## src/rtl/lcd_pkg.sv

```systemverilog
// Shared definitions for the ST7789V3 LCD init path: opcodes, META byte layout, sequencer states.
package lcd_pkg;

  localparam logic [7:0] CMD_SWRESET = 8'h01;
  localparam logic [7:0] CMD_SLPOUT  = 8'h11;
  localparam logic [7:0] CMD_CASET   = 8'h2A;
  localparam logic [7:0] CMD_RASET   = 8'h2B;
  localparam logic [7:0] CMD_INVON   = 8'h21;
  localparam logic [7:0] CMD_NORON   = 8'h13;
  localparam logic [7:0] CMD_DISPON  = 8'h29;

  // META byte: [5:0] argument count, [6] long delay, [7] short delay (long wins if both set)
  localparam int         META_LONG_BIT  = 6;
  localparam int         META_SHORT_BIT = 7;
  localparam logic [5:0] META_ARG_MASK  = 6'h3F;

  typedef enum logic [2:0] {
    S_IDLE,
    S_CMD,
    S_META,
    S_ARG,
    S_DRAIN,
    S_DELAY,
    S_DONE
  } initseq_state_t;

endpackage

```

## src/rtl/lcd_dly_timer.sv

```systemverilog
// Load/count-down delay timer; o_last marks the final cycle of a loaded wait of i_load_val+1 cycles.
// No backpressure: a new i_load restarts the count at any time.
module lcd_dly_timer #(
  parameter int CTR_W = 24
) (
  input  logic             clk,
  input  logic             rst,
  input  logic             i_load,
  input  logic [CTR_W-1:0] i_load_val,
  output logic             o_last
);

  logic [CTR_W-1:0] r_cnt;

  always_ff @(posedge clk or negedge rst) begin
    if (!rst) begin
      r_cnt <= '0;
    end else if (i_load) begin
      r_cnt <= i_load_val;
    end else if (r_cnt != '0) begin
      r_cnt <= r_cnt - CTR_W'(1);
    end
  end

  assign o_last = (r_cnt <= CTR_W'(1));

endmodule

```

## src/rtl/lcd_initseq_ctrl.sv

```systemverilog
// Walks the packed LCD init table and feeds the SPI byte serializer; first CMD byte offered one cycle after start.
// tx_valid/tx_byte hold until tx_ready; post-command delays wait for ser_idle before counting.
module lcd_initseq_ctrl
  import lcd_pkg::*;
#(
  parameter int SEQ_LEN          = 22,
  parameter int LONG_DLY_CYCLES  = 50,
  parameter int SHORT_DLY_CYCLES = 10,
  parameter int CTR_W            = 24
) (
  input  logic                         clk,
  input  logic                         rst,
  input  logic                         start,
  output logic [$clog2(SEQ_LEN+1)-1:0] rom_addr,
  input  logic [7:0]                   rom_data,
  output logic                         tx_valid,
  input  logic                         tx_ready,
  output logic [7:0]                   tx_byte,
  output logic                         tx_rs,
  input  logic                         ser_idle,
  output logic                         busy,
  output logic                         done,
  output logic                         err
);

  localparam int PTR_W = $clog2(SEQ_LEN+1);
  localparam logic [PTR_W-1:0] END_PTR  = PTR_W'(SEQ_LEN);
  // The DRAIN cycle that sees ser_idle is the first cycle of the delay window.
  localparam logic [CTR_W-1:0] LONG_LD  = CTR_W'(LONG_DLY_CYCLES - 1);
  localparam logic [CTR_W-1:0] SHORT_LD = CTR_W'(SHORT_DLY_CYCLES - 1);

  initseq_state_t   r_state;
  logic [PTR_W-1:0] r_ptr;
  logic [5:0]       r_args;
  logic             r_long;
  logic             r_short;
  logic             r_tx_valid;
  logic             r_tx_rs;
  logic             r_busy;
  logic             r_done;
  logic             r_err;

  logic [PTR_W-1:0] w_ptr_inc;
  logic             w_at_end;
  logic             w_inc_at_end;
  logic             w_xfer;
  logic [5:0]       w_meta_n;
  logic             w_meta_dly;
  logic             w_tmr_load;
  logic [CTR_W-1:0] w_tmr_val;
  logic             w_tmr_last;

  assign w_ptr_inc    = r_ptr + PTR_W'(1);
  assign w_at_end     = (r_ptr == END_PTR);
  assign w_inc_at_end = (w_ptr_inc == END_PTR);
  assign w_xfer       = r_tx_valid && tx_ready;
  assign w_meta_n     = rom_data[5:0] & META_ARG_MASK;
  assign w_meta_dly   = rom_data[META_LONG_BIT] | rom_data[META_SHORT_BIT];
  assign w_tmr_load   = (r_state == S_DRAIN) && ser_idle;
  assign w_tmr_val    = r_long ? LONG_LD : SHORT_LD;

  lcd_dly_timer #(.CTR_W(CTR_W)) u_dly (
    .clk        (clk),
    .rst        (rst),
    .i_load     (w_tmr_load),
    .i_load_val (w_tmr_val),
    .o_last     (w_tmr_last)
  );

  // tx_valid is precomputed on every transition into CMD/ARG so it is low when the table is exhausted.
  always_ff @(posedge clk or negedge rst) begin
    if (!rst) begin
      r_state    <= S_IDLE;
      r_ptr      <= '0;
      r_args     <= '0;
      r_long     <= 1'b0;
      r_short    <= 1'b0;
      r_tx_valid <= 1'b0;
      r_tx_rs    <= 1'b0;
      r_busy     <= 1'b0;
      r_done     <= 1'b0;
      r_err      <= 1'b0;
    end else begin
      case (r_state)
        S_IDLE, S_DONE: begin
          if (start) begin
            r_ptr      <= '0;
            r_done     <= 1'b0;
            r_err      <= 1'b0;
            r_busy     <= 1'b1;
            r_tx_valid <= (END_PTR != '0);
            r_tx_rs    <= 1'b0;
            r_state    <= S_CMD;
          end
        end
        S_CMD: begin
          if (w_at_end) begin
            r_tx_valid <= 1'b0;
            r_busy     <= 1'b0;
            r_done     <= 1'b1;
            r_state    <= S_DONE;
          end else if (w_xfer) begin
            r_ptr      <= w_ptr_inc;
            r_tx_valid <= 1'b0;
            r_state    <= S_META;
          end
        end
        S_META: begin
          if (w_at_end) begin
            r_err   <= 1'b1;
            r_busy  <= 1'b0;
            r_done  <= 1'b1;
            r_state <= S_DONE;
          end else begin
            r_args  <= w_meta_n;
            r_long  <= rom_data[META_LONG_BIT];
            r_short <= rom_data[META_SHORT_BIT];
            r_ptr   <= w_ptr_inc;
            if (w_meta_n != '0) begin
              r_tx_valid <= !w_inc_at_end;
              r_tx_rs    <= 1'b1;
              r_state    <= S_ARG;
            end else if (w_meta_dly) begin
              r_state <= S_DRAIN;
            end else begin
              r_tx_valid <= !w_inc_at_end;
              r_tx_rs    <= 1'b0;
              r_state    <= S_CMD;
            end
          end
        end
        S_ARG: begin
          if (w_at_end) begin
            r_tx_valid <= 1'b0;
            r_err      <= 1'b1;
            r_busy     <= 1'b0;
            r_done     <= 1'b1;
            r_state    <= S_DONE;
          end else if (w_xfer) begin
            r_ptr  <= w_ptr_inc;
            r_args <= r_args - 6'd1;
            if (r_args != 6'd1) begin
              r_tx_valid <= !w_inc_at_end;
            end else if (r_long || r_short) begin
              r_tx_valid <= 1'b0;
              r_tx_rs    <= 1'b0;
              r_state    <= S_DRAIN;
            end else begin
              r_tx_valid <= !w_inc_at_end;
              r_tx_rs    <= 1'b0;
              r_state    <= S_CMD;
            end
          end
        end
        S_DRAIN: begin
          if (ser_idle) begin
            r_state <= S_DELAY;
          end
        end
        S_DELAY: begin
          if (w_tmr_last) begin
            r_tx_valid <= !w_at_end;
            r_tx_rs    <= 1'b0;
            r_state    <= S_CMD;
          end
        end
        default: begin
          r_tx_valid <= 1'b0;
          r_state    <= S_IDLE;
        end
      endcase
    end
  end

  assign rom_addr = r_ptr;
  assign tx_valid = r_tx_valid;
  assign tx_byte  = r_tx_valid ? rom_data : 8'h00;
  assign tx_rs    = r_tx_rs;
  assign busy     = r_busy;
  assign done     = r_done;
  assign err      = r_err;

endmodule

```

## config.mk

```make
export PLATFORM = sky130hd
export DESIGN_NAME = lcd_initseq_ctrl
export DESIGN_NICKNAME = d
export VERILOG_FILES = /design/src/rtl/lcd_pkg.sv /design/src/rtl/lcd_dly_timer.sv /design/src/rtl/lcd_initseq_ctrl.sv
export SDC_FILE = /design/constraint.sdc
export NUM_CORES = 1
export LEC_CHECK = 0
export CAP_MARGIN = 20
export CELL_PAD_IN_SITES_DETAIL_PLACEMENT = 1
export CELL_PAD_IN_SITES_GLOBAL_PLACEMENT = 2
export CORE_MARGIN = 2
export CORE_UTILIZATION = 40
export DETAILED_ROUTE_END_ITERATION = 7
export DONT_BUFFER_PORTS = 1
export HOLD_SLACK_MARGIN = 0.06
export PLACE_DENSITY_LB_ADDON = 0.1
export SLEW_MARGIN = 25
export SYNTH_ARGS = -nofsm -noshare
export SYNTH_HDL_FRONTEND = slang
export SYNTH_SLANG_ARGS = --single-unit
export TNS_END_PERCENT = 20
```

## constraint.sdc

```tcl
create_clock -name clk -period 5.4 [get_ports clk]
set_input_delay 0.81 -clock clk [delete_from_list [all_inputs] [get_ports clk]]
set_output_delay 0.81 -clock clk [all_outputs]
set_load 0.01 [all_outputs]
```

-- Word level (Yosys, flattened, before mapping)
Cells that the tools add are included.
- mux-type cells: 52
- eq/ne operators: 24
- reductions and logical operators: 26
- bitwise gates (word level): 3
- order comparisons: 1
- add/subtract/negate cells: 3
- operator list (cell ; count):
    2-to-1 mux 24 bit ; 2
    2-to-1 mux 3 bit ; 12
    <= comparator 24 x 1 -> 1 bit (second input constant) ; 1
    2-to-1 mux 6 bit ; 4
    nonzero test 24 bit ; 1
    subtractor 24 x 1 -> 24 bit (second input constant) ; 1
    2-to-1 mux 1 bit ; 21
    2-to-1 mux 5 bit ; 4
    case mux 3 bit (6 select lines) ; 1
    case mux 5 bit (3 select lines) ; 1
    inequality test 2 bit (second input constant) ; 7
    inequality test 3 bit (second input constant) ; 4
    case mux 6 bit (2 select lines) ; 1
    equality test 5 bit (second input constant) ; 2
    equality test 3 bit (second input constant) ; 3
    2-to-1 mux 8 bit ; 1
    inequality test 2 x 1 -> 1 bit (second input constant) ; 4
    AND reduction 8 bit ; 1
    nonzero test 2 bit ; 4
    AND reduction 7 bit ; 1
    equality test 3 x 2 -> 1 bit (second input constant) ; 2
    inequality test 6 x 1 -> 1 bit (second input constant) ; 1
    case mux 1 bit (2 select lines) ; 3
    case mux 1 bit (6 select lines) ; 1
    other kinds (20) ; 26
- bits in registers: 45
- word-level logic and storage cells: 120
- input bits: 13

-- Depth between registers and ports, before layout
Gate-level depths: netlist of run 1.
- word-level depth: 8
- gate-level depth with buffers: 9
- depth with buffers taken out: 7

-- By module
From an unflattened synthesis of run 1, not the netlist that was laid out.
- cells, all modules: 355
- area total of the unflattened synthesis: 3045.4 µm²
- modules (own cells, without submodules) (module ; times used ; area each (µm²) ; seq. area each (µm²) ; cells each):
    lcd_initseq_ctrl ; 1 ; 1577.8 ; 525.5 ; 201
    lcd_dly_timer ; 1 ; 1467.7 ; 600.6 ; 154

-- Worst setup path before layout of run 1
No wires, ideal clock.
- path kind: reg-to-reg
- from: register u_dly.r_cnt[16]
- to: register u_dly.r_cnt[0]
- path slack: 3101 ps
- path buffers: 3
- data arrival time: 2175 ps
- library setup time: 124 ps
- cell stages (with the launch flop): 9
- cells stage by stage: dfrtp_1 or4_1 buf_2 or4_4 buf_6 or2_0 buf_2 xnor2_1 nand2_1
- cells in the longest elaborated chain, start to end: 2
- ends and longest elaborated chain (item ; line ; text):
    start: declaration ; lcd_dly_timer.sv:13 ; logic [CTR_W-1:0] r_cnt;
    start signal: assignment ; lcd_dly_timer.sv:19 ; r_cnt <= i_load_val;
    start signal: assignment ; lcd_dly_timer.sv:21 ; r_cnt <= r_cnt - CTR_W'(1);
    nonzero test 24 bit ; lcd_dly_timer.sv:20 ; end else if (r_cnt != '0) begin
    nonzero test 2 bit (no line) ; n/a ;
No other way between the ends.
A chain may end at the register's enable or synchronous reset.

-- Worst setup path after layout of run 1
- from: register u_dly.r_cnt[14]
- to: register u_dly.r_cnt[10]
The elaborated chain is that of the path after synthesis.

==> flow_summary.json, run 1 <==
{
  "stdcell_area_um2": 2990,
  "synthMuxAreaShare_pct": 0.799,
  "synthSimpleGateAreaFrac_pct": 26.1,
  "hold_viol_final": 0,
  "post-cts-setup-buffers": 0,
  "synth_compound_area_share_pct": 21.3,
  "gr-usage-met3_pct": 3.77,
  "ys_ff_latch": 45,
  "p_sw_mw": 0.752,
  "final_util_pct": 44.0,
  "drive_above_1_share_pct": 4.91,
  "yosys_warnings": 0,
  "viasPerCell": 5.78,
  "holdBufCountCts": 0,
  "total_power_mw": 1.69,
  "crit_family": "simple AND/OR/NAND/NOR gates",
  "gp_congestion": 0.819,
  "layout_common_cells": "dfrtp_1 (45), nor2_1 (40), o21ai_0 (34)",
  "path_max_fanout": 12,
  "slew_headroom_pct": 46.2,
  "place_ws_ns": 2.96,
  "setup_tns_ns": 0,
  "nets": 346,
  "wirelength_um": 6990,
  "clk_path_buf_depth": 2,
  "syn-cell-area_um2": 2820,
  "initial_core_util_pct": 41.5,
  "synth_top_family_by_area": "simple AND/OR/NAND/NOR gates",
  "n_fill_cell": 821,
  "core_um2": 6790,
  "place_area_um2": 2870,
  "synth-adder-area-share_pct": 3.55,
  "peakVddDrop_mv": 0.210,
  "synth-xor-area-share_pct": 4.35,
  "cp_slowest_cell": "or4_1",
  "worstPathCellList": "or4_1 > or4_4 > o211ai_1 > or3_1 > a21oi_1",
  "dieArea_um2": 7740,
  "cts_tree": "built",
  "num_vias": 2439,
  "htree_levels": 2,
  "synth_area_leaders": "dfrtp_1 (40%), o21ai_0 (6.0%), nor2_1 (5.3%), a21oi_1 (4.4%), xor2_1 (4.0%)",
  "setup_slack_ns": 2.94,
  "cts_resized": 0,
  "synth_top_area_share_pct": 39.9,
  "die_h_um": 88.0,
  "ys.flop_type": "dfrtp_1",
  "placed_cells": 414,
  "hold_class": "in -> async",
  "cap_violations": 0,
  "seq_area_frac_synth_pct": 39.9,
  "leakagePower_nw": 1.18,
  "dpl.hpwl_um": 5020,
  "synth_top_area_cell": "dfrtp_1",
  "start_kind": "flip-flop",
  "switching_share_pct": 44.4,
  "ys_types": 52,
  "fin_worst_skew_ns": 0.00621,
  "async_reset_ff_share_pct": 100,
  "grt_max_degree": 46,
  "dr.pass1.iters": 4,
  "critPathRequiredTime_ns": 5.55,
  "cp.depth": 5,
  "synth_edf_count": 0,
  "cp.arrival_ns": 2.60,
  "p_seq_share_pct": 44.1,
  "grt-ovfl-total": 0,
  "crit_type": "reg -> reg",
  "cp_num_buf_inv": 0,
  "whs_ns": 0.193,
  "grt_pass1_vias": 2379,
  "die_w_um": 88.0,
  "power_density_nw_per_um2": 567,
  "syn-num-nets": 355,
  "setup_viol": 0,
  "drv_slew": 0,
  "status": "finished, final reports clean",
  "final_cell_count_no_fill": 422,
  "fin_crit_ns": 2.46,
  "post-route-period-util_pct": 45.5,
  "route.antenna.remaining_nets": 0,
  "clock_power_share_pct": 15.9,
  "wl_per_cell_um": 16.6,
  "cpPeakStageDelay_ns": 0.66,
  "diodes": 0,
  "tightestPinTransition_ns": 0.808,
  "rsz0062_at_grt": "no",
  "clk_pin_slew_ns": 0.09,
  "numCtsBuffers": 5,
  "power_frac_comb_pct": 40.0,
  "max_freq_mhz": 407,
  "drt_iter0_markers": 62,
  "grt_pass1_wl_um": 11800,
  "grtUsageMet1_pct": 27.2,
  "cts_sinks": 45,
  "end_kind": "flip-flop",
  "final_common_cell": "dfrtp_1",
  "syn_inst": 334,
  "grt_util_met2_pct": 30.3,
  "insertion_delay_ns": 0.30,
  "avgSynthCellArea_um2": 8.44,
  "worstRegToRegCells": 5,
  "syn2layout_area_growth_pct": 5.90,
  "io_buffers": 0,
  "intPower_mw": 0.942,
  "grt_busiest_layer": "met2",
  "antenna_found_initial": 0,
  "io_pins": 31,
  "drc_errors": 0,
  "root_buffer": "clkbuf_8",
  "track_usage_pct": 19.6,
  "rows": 30
}
## kinds of logic after synthesis
| logic type | after synthesis |
|---|---|
| simple gates | 140 |
| compound gates | 98 |
| flops | 45 |
| buf+inv | 27 |
| xor+xnor | 14 |
| fa+ha+maj | 8 |
| mux | 2 |
## worst reg2reg max path, stage by stage (launching register included)
cell	delay (ns)
dfrtp_1	0.44
or4_1	0.66
or4_4	0.62
o211ai_1	0.36
or3_1	0.17
a21oi_1	0.06
## cells in the mapped netlist (5+ instances only)
cell,instances
o211ai_1,5
or3_1,5
nor2_1,40
ha_1,8
nand2b_1,7
a21oi_1,25
dfrtp_1,45
o31ai_1,6
nand2_1,17
nor3_1,14
inv_1,11
nand3_1,11
nand4_1,5
or4_1,7
xor2_1,13
clkbuf_1,12
o21ai_0,34
a31oi_1,6
and2_1,14
nor4_1,5
## flip-flops by register name (all words and copies together) (netlist names), 3 cells and up
signal,count
rom_addr,5
r_state,3
u_dly.r_cnt,24
r_args,6
## layer usage
layer | vias up | share of wire (%)
met3 | 13 | 3.1
met2 | 41 | 46
met5 | - | 0
met4 | 0 | 2.0
met1 | 1190 | 49
li1 | 1195 | -
## path summary, 6_finish.rpt
path | startpoint | end | slack [ns]
max | u_dly.r_cnt[14] | u_dly.r_cnt[10] | 2.94
min | rst | u_dly.r_cnt[12] | 0.19
max reg2reg | u_dly.r_cnt[14] | u_dly.r_cnt[10] | 2.94
min reg2reg | r_args[4] | r_args[4] | 0.53
max in group asynchronous | rst | r_args[1] | 5.12
min in group clk | r_args[4] | r_args[4] | 0.53
## layout make-up
class,count,area [um^2],share of cell area [%]
Clock buffer,7,86.3,2.89
Clock inverter,1,30.0,1.01
Inverter,11,41.3,1.38
Multi-Input combinational cell,262,1580,53.0
Sequential cell,45,1130,37.7
Tap cell,96,120,4.02
## power by group through the flow
stage / clock [mW] / sequential [mW] / combinational [mW]
2_1_floorplan: 0 / 0.648 / 0.603
4_1_cts: 0.281 / 0.748 / 0.685
3_5_place_dp: 0 / 0.755 / 0.680
3_3_place_gp: 0 / 0.749 / 0.670
6_report: 0.270 / 0.747 / 0.677
5_1_grt: 0.296 / 0.780 / 0.788
No activity file was read; power rests on OpenSTA's default activity.
==> run 2, diff against run 1 <==
--- a/config.mk
+++ b/config.mk
@@ -9,7 +9,7 @@
 export CELL_PAD_IN_SITES_DETAIL_PLACEMENT = 1
 export CELL_PAD_IN_SITES_GLOBAL_PLACEMENT = 2
 export CORE_MARGIN = 2
-export CORE_UTILIZATION = 40
+export CORE_UTILIZATION = 35
 export DETAILED_ROUTE_END_ITERATION = 7
 export DONT_BUFFER_PORTS = 1
 export HOLD_SLACK_MARGIN = 0.06
==> constraint.sdc (replaced) <==
create_clock -name clk -period 2.25 [get_ports clk]
set_input_delay 0.3375 -clock clk [delete_from_list [all_inputs] [get_ports clk]]
set_output_delay 0.3375 -clock clk [all_outputs]
set_load 0.01 [all_outputs]
==> flow_summary.json, run 2 (synthesis results as in run 1) <==
{
  "leakagePower_nw": 1.32,
  "grt-ovfl-total": 0,
  "worstPathCellList": "or4_4 > or4_4 > o21ai_0 > xor2_1 > nor2_1",
  "critPathRequiredTime_ns": 2.44,
  "viasPerCell": 5.60,
  "io_pins": 31,
  "setup_viol": 0,
  "max_freq_mhz": 450,
  "cts_tree": "built",
  "total_power_mw": 4.29,
  "clk_pin_slew_ns": 0.09,
  "intPower_mw": 2.35,
  "cpPeakStageDelay_ns": 0.59,
  "power_frac_comb_pct": 49.7,
  "hold_viol_final": 0,
  "peakVddDrop_mv": 0.445,
  "p_sw_mw": 1.94,
  "initial_core_util_pct": 36.3,
  "io_buffers": 0,
  "cp_slowest_cell": "or4_4",
  "grt_max_degree": 46,
  "whs_ns": 0.176,
  "drive_above_1_share_pct": 14.1,
  "cap_violations": 0,
  "dr.pass1.iters": 4,
  "final_common_cell": "dfrtp_1",
  "dieArea_um2": 8790,
  "end_kind": "flip-flop",
  "post-route-period-util_pct": 98.8,
  "crit_type": "reg -> reg",
  "insertion_delay_ns": 0.30,
  "core_um2": 7770,
  "stdcell_area_um2": 3230,
  "largest_register_ffs": 24,
  "power_density_nw_per_um2": 1330,
  "clock_power_share_pct": 11.8,
  "clk_path_buf_depth": 2,
  "final_util_pct": 41.6,
  "grt_pass1_vias": 2700,
  "drv_slew": 0,
  "switching_share_pct": 45.3,
  "diodes": 0,
  "p_seq_share_pct": 38.5,
  "hold_class": "in -> reg",
  "dpl.hpwl_um": 5710,
  "tightestPinTransition_ns": 0.603,
  "htree_levels": 2,
  "cts_sinks": 45,
  "cp.arrival_ns": 2.42,
  "track_usage_pct": 19.0,
  "nets": 375,
  "num_vias": 2559,
  "syn2layout_area_growth_pct": 14.5,
  "drt_iter0_markers": 80,
  "path_max_fanout": 12,
  "die_h_um": 93.8,
  "gp_congestion": 0.727,
  "antenna_found_initial": 0,
  "crit_path_frequent_cell": "or4_4",
  "root_buffer": "clkbuf_8",
  "layout_common_cells": "dfrtp_1 (45), nor2_1 (40), o21ai_0 (34)",
  "place_area_um2": 3070,
  "status": "finished, final reports clean",
  "rsz0062_at_grt": "yes",
  "slew_headroom_pct": 59.8,
  "place_ws_ns": -0.0299,
  "grt_pass1_wl_um": 13200,
  "die_w_um": 93.8,
  "numCtsBuffers": 5,
  "wirelength_um": 7940,
  "setup_slack_ns": 0.0277,
  "route.antenna.remaining_nets": 0,
  "start_kind": "flip-flop",
  "wl_per_cell_um": 17.4,
  "largest_register": "u_dly.r_cnt",
  "fin_crit_ns": 2.22,
  "rows": 32,
  "drc_errors": 0,
  "fin_worst_skew_ns": 0.00973
}
==> run 2: changes by cell type in the layout (fill, tap and decap cells not counted), moves of 2 or more <==
cell / previous run / this run
nor4_1: 5 / 3
or4_1: 7 / 5
buf_4: 0 / 27
clkinv_2: 0 / 2
or4_4: 1 / 3
nor4_2: 1 / 3
==> run 2: worst paths after layout <==
| path | depth (start not counted) | end | start | slack [ns] |
|---|---|---|---|---|
| worst max-delay path | 5 | u_dly.r_cnt[2] | u_dly.r_cnt[18] | 0.03 |
| worst min-delay path | 2 | r_args[0] | rom_data[0] | 0.18 |
| worst min register to register | 2 | r_args[4] | r_args[4] | 0.53 |
| worst max register to register | 5 | u_dly.r_cnt[2] | u_dly.r_cnt[18] | 0.03 |
| min in group asynchronous | 2 | busy | rst | 0.57 |
| max in group asynchronous | 2 | u_dly.r_cnt[14] | rst | 1.45 |
==> run 2: stage by stage <==
stage / std cells / TNS, ns
after floorplan: 334 / -0.124
after global placement: 446 / 0
after detailed placement: 446 / -0.0459
after CTS: 457 / 0
after global routing: 457 / -0.273
final: 457 / 0
==> run 2: worst max-delay path: cells and delay by family, from the launching register on <==
kind | cells | cell delay (ns)
XOR/XNOR | 1 | 0.20
AND/OR/NAND/NOR | 3 | 1.17
AO/OA/AOI/OAI | 1 | 0.35
flip-flops | 1 | 0.39
==> run 2: area by class of cell <==
class	instances	area (um^2)
clock inverter	2	10.0
multi-input combinational	262	1610
inverter	11	41.3
fill	942	4540
clock buffer	6	72.6
timing repair buffer	29	240
sequential	45	1130
tap	102	128
==> run 2: metal layers <==
layer  vias to the layer above  GRT usage, %  share of wire (%)
met4                         0          4.35                1.0
met3                        10          2.57                2.1
met5                         -             0                  0
met1                      1273          25.8                 50
li1                       1248             -                  -
met2                        28          32.1                 47
==> run 2: what timing repair did <==
item / 4_1_cts / 5_1_grt
hold buffers: 2 / 0
resized for setup: 1 / 6
pin swaps: 1 / 2
buffers inserted: 1 / 0
endpoints found under the hold margin: 45 / 0
setup endpoints to repair: 3 / 20
==> run 2: power groups by stage <==
stage	clock network (mW)	registers [mW]	logic [mW]
final	0.508	1.65	2.13
after global routing	0.552	1.72	2.43
after CTS	0.525	1.64	2.14
after detailed placement	0	1.65	2.09
after global placement	0	1.64	2.05
after floorplan	0	1.55	1.46
==> run 3, diff against run 2 <==
--- a/config.mk
+++ b/config.mk
@@ -12,8 +12,10 @@
 export CORE_UTILIZATION = 35
 export DETAILED_ROUTE_END_ITERATION = 7
 export DONT_BUFFER_PORTS = 1
+export GPL_TIMING_DRIVEN = 0
 export HOLD_SLACK_MARGIN = 0.06
 export PLACE_DENSITY_LB_ADDON = 0.1
+export RECOVER_POWER = 25
 export SLEW_MARGIN = 25
 export SYNTH_ARGS = -nofsm -noshare
 export SYNTH_HDL_FRONTEND = slang
==> constraint.sdc (replaced) <==
create_clock -name clk -period 2.25 [get_ports clk]
set_input_delay 0.225 -clock clk [delete_from_list [all_inputs] [get_ports clk]]
set_output_delay 0.225 -clock clk [all_outputs]
set_load 0.01 [all_outputs]
==> flow_summary.json, run 3 (synthesis results as in run 1) <==
{
  "status": "finished with violations",
  "violations": "setup timing",
  "setup.worst_path.end": "u_dly.r_cnt[0]",
  "io_buffers": 0,
  "clock_power_share_pct": 11.8,
  "rows": 32,
  "dieArea_um2": 8790,
  "hold_class": "in -> reg",
  "fin_crit_ns": 2.33,
  "n_fill_cell": 932,
  "met3_length_um": 252,
  "clk_path_buf_depth": 2,
  "largest_register": "u_dly.r_cnt",
  "reg2reg_from": "u_dly.r_cnt[20]",
  "grt_pass1_wl_um": 13500,
  "setup_slack_ns": -0.0762,
  "p_seq_share_pct": 40.1,
  "drc_errors": 0,
  "grt_pass1_vias": 2639,
  "power_density_nw_per_um2": 1310,
  "post-route-period-util_pct": 103,
  "initial_core_util_pct": 36.3,
  "fin_worst_skew_ns": 0.00446,
  "final_common_cell": "dfrtp_1",
  "layout_common_cells": "dfrtp_1 (43), nor2_1 (39), o21ai_0 (28)",
  "met2WireLength_um": 3760,
  "viasPerCell": 5.66,
  "numCtsBuffers": 5,
  "num_vias": 2581,
  "cts_sinks": 45,
  "power_frac_comb_pct": 48.1,
  "regToRegSetupSlack_ns": -0.08,
  "dr.max_layer_used": "met4",
  "switching_share_pct": 46.5,
  "dr.pass1.iters": 4,
  "io_pins": 31,
  "intPower_mw": 2.26,
  "insertion_delay_ns": 0.30,
  "start_kind": "flip-flop",
  "path_max_fanout": 8,
  "track_usage_pct": 19.2,
  "cts_tree": "built",
  "gp_congestion": 0.812,
  "route.antenna.remaining_nets": 0,
  "end_kind": "flip-flop",
  "htree_levels": 2,
  "leakagePower_nw": 1.27,
  "syn2layout_area_growth_pct": 13.9,
  "cap_violations": 0,
  "slew_headroom_pct": 20.5,
  "worstSetupStartpoint": "u_dly.r_cnt[20]",
  "drt_iter0_markers": 81,
  "nets": 374,
  "drv_slew": 0,
  "tightestPinTransition_ns": 1.19,
  "largest_register_ffs": 24,
  "antenna_found_initial": 0,
  "rsz0062_at_grt": "yes",
  "hold_viol_final": 0,
  "r2r_end": "u_dly.r_cnt[0]",
  "setup_viol": 7,
  "core_um2": 7770,
  "wirelength_um": 8040,
  "total_power_mw": 4.22,
  "final_util_pct": 41.4,
  "max_freq_mhz": 430,
  "die_h_um": 93.8,
  "clk_pin_slew_ns": 0.09,
  "p_sw_mw": 1.96,
  "place_ws_ns": -0.238,
  "peakVddDrop_mv": 0.503,
  "grt-ovfl-total": 0,
  "met1_length_um": 3930,
  "drive_above_1_share_pct": 13.3,
  "dpl.hpwl_um": 5520,
  "cp.arrival_ns": 2.51,
  "diodes": 0,
  "die_w_um": 93.8,
  "wl_per_cell_um": 17.6,
  "worstRegToRegCells": 7,
  "grt_max_degree": 46,
  "root_buffer": "clkbuf_8",
  "critPathRequiredTime_ns": 2.43,
  "crit_type": "reg -> reg"
}
## run 3: timing repair
action                     4_1_cts  5_1_grt
hold buffers                     4        0
cloned                           0        0
resized for setup               15       13
hold endpoints to repair        47        0
setup buffers                    6        4
pin swaps                        6        9
setup endpoints to repair       26       32
## run 3: area by class of cell
cell class	count	area, um^2	area share, %
Sequential cell	45	1130	35.1
Multi-Input combinational cell	262	1650	51.5
Clock inverter	2	10.0	0.312
Timing Repair Buffer	14	110	3.43
Buffer	14	68.8	2.14
Inverter	11	41.3	1.29
Tap cell	102	128	3.97
Clock buffer	6	72.6	2.26
## run 3: critical path, stage by stage, from the launching register on
cell	delay (ns)
dfrtp_1	0.41
or4_4	0.55
or4_4	0.56
buf_6	0.16
or2_1	0.22
buf_6	0.14
xnor2_2	0.11
nand2_1	0.06
## run 3: metal layers
layer  GRT usage, %  up-vias
met3           3.05        8
met5              0        -
met2           30.1       45
li1               -     1248
met1           27.5     1280
met4           5.56        0
## run 3: worst min-delay path by stage
stage | start | end | slack, ns | cells past startpoint
final | rom_data[6] | r_long | 0.08 | 1
after CTS | rom_data[6] | r_long | 0.07 | 1
after global routing | rom_data[6] | r_long | 0.07 | 1
after detailed placement | rst | rom_addr[0] | -0.07 | 0
after floorplan | rst | busy | -0.07 | 0
after global placement | rst | rom_addr[3] | -0.07 | 0
## run 3: power groups by stage
| stage | logic (mW) | clock network, mW | registers, mW |
|---|---|---|---|
| global placement | 1.82 | 0 | 1.68 |
| finish | 2.03 | 0.498 | 1.69 |
| global route | 2.31 | 0.563 | 1.78 |
| detailed placement | 1.84 | 0 | 1.69 |
| CTS | 1.97 | 0.528 | 1.67 |
| floorplan | 1.46 | 0 | 1.55 |
## run 3: through the flow
step | hold WS, ns | setup TNS [ns] | instance area, um^2 | instances
final | 0.0842 | -0.331 | 3210 | 456
after global routing | 0.0697 | -1.72 | 3210 | 456
after CTS | 0.0708 | -0.848 | 3160 | 452
after detailed placement | -0.0689 | -3.28 | 2950 | 436
after global placement | -0.0694 | -3.01 | 2950 | 436
after floorplan | -0.0706 | -0.124 | 2830 | 334
